[src/rtl/decode_issue_buffer.sv]
// decode_issue_buffer: DEPTH-entry fetch buffer feeding a registered ID/EX
// bundle, with an NREGS x XLEN register file and write-through bypass.
//
// Ports:
//   clk, rst            clock, asynchronous active-high reset
//   in_valid/in_ready   fetch handshake; in_instruction, in_curr_pc, in_next_pc
//   hazard              load-use bubble, head retained
//   stall_mem           hold ID/EX, buffer keeps accepting
//   flush               discard buffer and ID/EX contents
//   write_enable/_reg/_data  writeback port into the register file
//   out_*               registered ID/EX bundle (NOP_INSTR / zeros on bubble)
//   occupancy           buffered entry count
//   interrupt_branch_alert   head (or bypassed input) is a branch/jalr
//
// Build option: define DECODE_BUF_BYPASS_EN to let an entry arriving at an
// empty buffer load ID/EX directly (1-edge latency).

module decode_issue_buffer #(
    parameter int              XLEN      = 32,
    parameter int              DEPTH     = 4,
    parameter int              NREGS     = 32,
    parameter logic [XLEN-1:0] NOP_INSTR = 32'h00000013
) (
    input  logic                       clk,
    input  logic                       rst,
    input  logic                       in_valid,
    output logic                       in_ready,
    input  logic [XLEN-1:0]            in_instruction,
    input  logic [XLEN-1:0]            in_curr_pc,
    input  logic [XLEN-1:0]            in_next_pc,
    input  logic                       hazard,
    input  logic                       stall_mem,
    input  logic                       flush,
    input  logic                       write_enable,
    input  logic [$clog2(NREGS)-1:0]   write_reg,
    input  logic [XLEN-1:0]            write_data,
    output logic                       out_valid,
    output logic [XLEN-1:0]            out_instruction,
    output logic [XLEN-1:0]            out_curr_pc,
    output logic [XLEN-1:0]            out_next_pc,
    output logic [XLEN-1:0]            out_rs1_data,
    output logic [XLEN-1:0]            out_rs2_data,
    output logic [$clog2(NREGS)-1:0]   out_rs1,
    output logic [$clog2(NREGS)-1:0]   out_rs2,
    output logic [$clog2(NREGS)-1:0]   out_rd,
    output logic [$clog2(DEPTH+1)-1:0] occupancy,
    output logic                       interrupt_branch_alert
);

    localparam int RW = $clog2(NREGS);
    localparam int PW = $clog2(DEPTH);
    localparam int CW = $clog2(DEPTH+1);

    logic [XLEN-1:0] r_buf_instr [DEPTH];
    logic [XLEN-1:0] r_buf_cpc   [DEPTH];
    logic [XLEN-1:0] r_buf_npc   [DEPTH];
    logic [PW-1:0]   r_wptr;
    logic [PW-1:0]   r_rptr;
    logic [CW-1:0]   r_count;

    logic [XLEN-1:0] r_rf [NREGS];

    logic            r_valid;
    logic [XLEN-1:0] r_instr;
    logic [XLEN-1:0] r_cpc;
    logic [XLEN-1:0] r_npc;
    logic [XLEN-1:0] r_rs1_data;
    logic [XLEN-1:0] r_rs2_data;
    logic [RW-1:0]   r_rs1;
    logic [RW-1:0]   r_rs2;
    logic [RW-1:0]   r_rd;

    logic            w_ready;
    logic            w_head_valid;
    logic            w_can_issue;
    logic            w_use_in;
    logic            w_byp;
    logic            w_enq;
    logic            w_load;
    logic            w_src_valid;
    logic [XLEN-1:0] w_src_instr;
    logic [XLEN-1:0] w_src_cpc;
    logic [XLEN-1:0] w_src_npc;
    logic [RW-1:0]   w_rs1;
    logic [RW-1:0]   w_rs2;
    logic [RW-1:0]   w_rd;
    logic [XLEN-1:0] w_rs1_data;
    logic [XLEN-1:0] w_rs2_data;
    logic [6:0]      w_opcode;

    // Ready depends only on the registered count, so a full buffer never
    // refills in the same cycle it drains.
    assign w_ready      = (r_count < CW'(DEPTH));
    assign w_head_valid = (r_count != '0);
    assign w_can_issue  = w_head_valid & ~stall_mem & ~hazard & ~flush;

`ifdef DECODE_BUF_BYPASS_EN
    assign w_use_in = ~w_head_valid & in_valid;
    assign w_byp    = w_use_in & ~stall_mem & ~hazard & ~flush;
`else
    assign w_use_in = 1'b0;
    assign w_byp    = 1'b0;
`endif

    // A bypassed entry goes straight to ID/EX and is not buffered.
    assign w_enq  = in_valid & w_ready & ~flush & ~w_byp;
    assign w_load = w_can_issue | w_byp;

    assign w_src_valid = w_head_valid | w_use_in;
    assign w_src_instr = w_use_in ? in_instruction : r_buf_instr[r_rptr];
    assign w_src_cpc   = w_use_in ? in_curr_pc     : r_buf_cpc[r_rptr];
    assign w_src_npc   = w_use_in ? in_next_pc     : r_buf_npc[r_rptr];

    assign w_rs1    = w_src_instr[15 +: RW];
    assign w_rs2    = w_src_instr[20 +: RW];
    assign w_rd     = w_src_instr[7 +: RW];
    assign w_opcode = w_src_instr[6:0];

    // Write-through: a same-cycle writeback to the source register wins.
    assign w_rs1_data = (w_rs1 == '0) ? '0 :
                        (write_enable && write_reg == w_rs1) ? write_data :
                        r_rf[w_rs1];
    assign w_rs2_data = (w_rs2 == '0) ? '0 :
                        (write_enable && write_reg == w_rs2) ? write_data :
                        r_rf[w_rs2];

    always_ff @(posedge clk or posedge rst) begin
        if (rst) begin
            r_wptr  <= '0;
            r_rptr  <= '0;
            r_count <= '0;
        end else if (flush) begin
            r_wptr  <= '0;
            r_rptr  <= '0;
            r_count <= '0;
        end else begin
            if (w_enq)
                r_wptr <= r_wptr + PW'(1);
            if (w_can_issue)
                r_rptr <= r_rptr + PW'(1);
            if (w_enq && !w_can_issue)
                r_count <= r_count + CW'(1);
            else if (!w_enq && w_can_issue)
                r_count <= r_count - CW'(1);
        end
    end

    always_ff @(posedge clk) begin
        if (w_enq) begin
            r_buf_instr[r_wptr] <= in_instruction;
            r_buf_cpc[r_wptr]   <= in_curr_pc;
            r_buf_npc[r_wptr]   <= in_next_pc;
        end
    end

    always_ff @(posedge clk or posedge rst) begin
        if (rst) begin
            for (int i = 0; i < NREGS; i++)
                r_rf[i] <= '0;
        end else if (write_enable && write_reg != '0) begin
            r_rf[write_reg] <= write_data;
        end
    end

    // ID/EX updates on flush or when not stalled; anything not loaded
    // becomes a bubble.
    always_ff @(posedge clk or posedge rst) begin
        if (rst) begin
            r_valid    <= 1'b0;
            r_instr    <= NOP_INSTR;
            r_cpc      <= '0;
            r_npc      <= '0;
            r_rs1_data <= '0;
            r_rs2_data <= '0;
            r_rs1      <= '0;
            r_rs2      <= '0;
            r_rd       <= '0;
        end else if (flush || !stall_mem) begin
            r_valid    <= w_load;
            r_instr    <= w_load ? w_src_instr : NOP_INSTR;
            r_cpc      <= w_load ? w_src_cpc   : '0;
            r_npc      <= w_load ? w_src_npc   : '0;
            r_rs1_data <= w_load ? w_rs1_data  : '0;
            r_rs2_data <= w_load ? w_rs2_data  : '0;
            r_rs1      <= w_load ? w_rs1       : '0;
            r_rs2      <= w_load ? w_rs2       : '0;
            r_rd       <= w_load ? w_rd        : '0;
        end
    end

    assign in_ready        = w_ready;
    assign out_valid       = r_valid;
    assign out_instruction = r_instr;
    assign out_curr_pc     = r_cpc;
    assign out_next_pc     = r_npc;
    assign out_rs1_data    = r_rs1_data;
    assign out_rs2_data    = r_rs2_data;
    assign out_rs1         = r_rs1;
    assign out_rs2         = r_rs2;
    assign out_rd          = r_rd;
    assign occupancy       = r_count;

    assign interrupt_branch_alert = w_src_valid &
        ((w_opcode == 7'b1100011) || (w_opcode == 7'b1100111));

endmodule

[config.mk]
export PLATFORM = sky130hd
export DESIGN_NAME = decode_issue_buffer
export DESIGN_NICKNAME = d
export VERILOG_FILES = /design/src/rtl/decode_issue_buffer.sv
export SDC_FILE = /design/constraint.sdc
export NUM_CORES = 2
export LEC_CHECK = 0
export BUFFER_PORTS_ARGS = -buffer_cell sky130_fd_sc_hd__buf_2
export CAP_MARGIN = 30
export CORE_MARGIN = 4
export CORE_UTILIZATION = 56
export DETAILED_ROUTE_END_ITERATION = 8
export GPL_TIMING_DRIVEN = 0
export PLACE_DENSITY_LB_ADDON = 0.05
export SKIP_CTS_REPAIR_TIMING = 1
export SYNTH_ARGS = -nofsm -noshare
export SYNTH_HDL_FRONTEND = slang
export SYNTH_SLANG_ARGS = --single-unit
[constraint.sdc]
create_clock -name clk -period 35.3 [get_ports clk]
set_input_delay 1.765 -clock clk [delete_from_list [all_inputs] [get_ports clk]]
set_output_delay 1.765 -clock clk [all_outputs]
set_load 0.005 [all_outputs]
==> flow_summary.yaml <==
outcome:
  status: "finished clean"
routing:
  highest_layer: "met5"
  ant_nets: 0
  route.met2.wl_um: 110700
  via_count: 51367
  wirelength_um: 241900
  dr.first_iter.drc_count: 5452
  post_drt_wl_per_cell_um: 30.33
  wl_met1_um: 98370
  drt-vias-per-instance: 6.441
  drtPass1Iterations: 5
  wl_met3_um: 23910
  drc: 0
placement:
  io_buffers: 315
  gp_congestion: 0.9602
  hpwl_um: 184800
synth:
  netlist.area_leader.share: 0.3908
  ys_ff_latch: 1576
  yosysSeqAreaShare: 0.5433
  synth_cell_type_count: 58
  synth_top_flop_cell: "dfrtp_1"
  syn_area_per_cell_um2: 13.92
  synth_edf_count: 384
  synthCells: 5469
  yosys.area.top_type: "dfrtp_1"
  async_flop_share: 0.7563
  synth_area_um2: 76140
  yosys-top-cells-area: "dfrtp_1 39%, edfxtp_1 15%, mux2_2 15%"
  syn_nets: 5614
  synth_warnings: 0
sta:
  min_period_over_period: 0.1488
  rsz0062_at_grt: "false"
  relSlewSlack: 0.2629
  period_needed_ns: 5.252
  fmax_mhz: 190.4
  skew_ns: 0.03363
  tns_ns: 0
  slew_viol_final: 0
  timing.final.setup_violations: 0
  worstMarginPinSlew_ns: 1.106
  hold_viol_final: 0
power:
  p_leak_nw: 36.79
  pwr-share-comb: 0.288
  swShare: 0.3287
  p_int_w: 0.003927
  pwr-share-clk: 0.310
  switching_power_w: 0.001923
  vdd_drop_max_v: 0.00005615
  power.density_nw_per_um2: 67.28
  p_seq_frac: 0.401
die:
  die_w_um: 376.7
  rows: 135
  io_pins: 321
  core_um2: 135300
  die_h_um: 376.7
  dieArea_um2: 141900
  initial_core_util: 0.5627
clock_tree:
  cts.sinks: 1576
  cts_root_buffer: "clkbuf_16"
  cts_buffers: 167
  htree_levels: 4
  clkTransAtPathRegs_ns: 0.06
  clkLatencyLatePin_ns: 0.82
  cts_tree: "done"
  clock_path_buffers: 3
hold_path:
  hp-class: "register to register"
  worstHoldStart: "r_rf[1012]$_DFFE_PP0P_"
  min_path_cells: 1
finish:
  drive_gt1_frac: 0.3510
  nNetsFinal: 6182
  synthToLayoutAreaGrowth_pct: 14.19
  fin_util: 0.6426
  fillCellCount: 10343
setup_path:
  crit_type: "register to output pin"
  startpoint: "r_rptr[0]$_DFFE_PP0P_"
  start_kind: "register"
  crit_fanout: 10
  ff2ff_path_depth: 12
  endpoint_kind: "output pin"
  worstPathArrival_ns: 3.49
  regToRegSetupSlack_ns: 31.28
  worstReg2RegStart: "r_rptr[1]$_DFFE_PP0P_"
  worst_ep_required_time_ns: 33.53
global_route:
  grt_pass1_wl_um: 353900
  grt_pass1_vias: 51925
  grtUsageTotal: 0.3405
  grt_max_degree: 54
  antenna_found_initial: 50
  overflow: 0
job:
  cap_violations: 0
layout by cell type (no fill, tap or decap), drive strengths merged, types with 100 or more instances in the layout:
| cell | Yosys | final |
|---|---|---|
| dfrtp | 1189 | 1189 |
| edfxtp | 384 | 384 |
| nor2b | 135 | 135 |
| clkbuf | 352 | 595 |
| mux2 | 996 | 996 |
| mux2i | 360 | 360 |
| nand2 | 444 | 444 |
| mux4 | 320 | 320 |
| buf | 227 | 609 |
| a211oi | 193 | 193 |
| o21ai | 100 | 100 |
critical path, cell delays in order, from the launching register on:
cell     delay (ns)
dfrtp_1        0.42
buf_6          0.20
buf_4          0.23
buf_2          0.39
buf_2          0.41
mux4_2         0.61
nor3_1         0.19
buf_2          0.18
power by group through the flow:
stage | Combinational, W | Sequential (W) | Clock (W)
after floorplan | 0.00109 | 0.00232 | 0
after global placement | 0.00159 | 0.00237 | 0
after detailed placement | 0.00165 | 0.00237 | 0
after CTS | 0.00166 | 0.00234 | 0.00184
after global routing | 0.00178 | 0.00238 | 0.00191
final | 0.00169 | 0.00235 | 0.00182
state kept, by name, summed over array words and instances (netlist names), 3 cells and up:
name	count
out_rs1_data	32
r_rf	1024
out_rs2_data	32
occupancy	3
r_buf_cpc	128
out_instruction	32
r_buf_instr	128
r_buf_npc	128
out_curr_pc	32
out_next_pc	32
stage by stage:
| step | std cells | cell area (µm²) | hold slack, ns | worst slack [ns] | power (W) |
|---|---|---|---|---|---|
| after global placement | 7565 | 79950 | 0.4397 | 9.580 | 0.003962 |
| final | 7975 | 86940 | 0.4522 | 30.05 | 0.005850 |
| after detailed placement | 7647 | 81180 | 0.4457 | 30.28 | 0.004023 |
| after CTS | 7953 | 86860 | 0.4602 | 29.90 | 0.005833 |
| after global routing | 7959 | 86900 | 0.4715 | 29.84 | 0.006064 |
| after floorplan | 5469 | 76140 | 0.4289 | 17.07 | 0.003412 |
Yosys cell counts, types with 2 or more instances:
library cell	n
a32oi_1	64
a31oi_1	2
clkbuf_4	4
dfrtp_1	1189
o21ai_1	17
nor2_1	29
a22oi_1	96
o211ai_1	96
buf_1	55
a32o_1	32
buf_6	18
ha_1	4
mux2i_1	360
mux2_2	996
o22a_1	3
nand4_1	65
xor2_1	6
xnor2_1	9
a21oi_1	3
a22o_1	88
nand3b_1	4
nor3_1	5
and2_1	66
clkbuf_2	2
buf_2	107
nor3b_1	5
a211oi_1	193
o311ai_0	32
inv_1	7
edfxtp_1	384
o211a_1	32
nand2_1	444
nand2b_1	2
o21ai_0	83
dfstp_2	3
nand3_1	99
nor2b_1	135
clkbuf_1	346
mux4_2	319
buf_4	47
final cells by class:
cell class / instances / area [µm²] / share of cell area
inverter: 7 / 30.03 / 0.0003454
tap: 1781 / 2228 / 0.02563
multi-input combinational: 3307 / 32130 / 0.3696
sequential: 1576 / 41360 / 0.4758
buffer: 579 / 2636 / 0.03032
antenna: 20 / 50.05 / 0.0005756
clock buffer: 242 / 4782 / 0.05500
timing repair buffer: 399 / 2829 / 0.03254
clock inverter: 64 / 893.4 / 0.01028
cells by family (layout without fill, tap and decap cells):
group,Yosys count,count (layout),share of synthesized area
AOI/OAI and AO/OA,745,745,0.07527
buffers and inverters,586,1291,0.03497
other,0,20,0
adders and majority gates,5,5,0.0009203
xor gates and xnor gates,15,15,0.001726
muxes,1676,1676,0.2893
and+or+nand+nor,866,866,0.05449
DFF,1576,1576,0.5433
worst paths after layout:
kind | to
min | r_rf[1012]$_DFFE_PP0P_
max in group asynchronous | out_next_pc[7]$_DFFE_PP0P_
max | interrupt_branch_alert
max reg2reg | out_rs1_data[3]$_DFFE_PP0P_
min reg2reg | r_rf[1012]$_DFFE_PP0P_
min in group asynchronous | r_rf[898]$_DFFE_PP0P_
per-layer routing:
| metal | vias up | track usage |
|---|---|---|
| met2 | 2180 | 0.5242 |
| met4 | 46 | 0.1155 |
| met1 | 26782 | 0.4670 |
| met5 | - | 0 |
| li1 | 21899 | - |
| met3 | 460 | 0.1006 |
(Power assumes the default switching activity.)
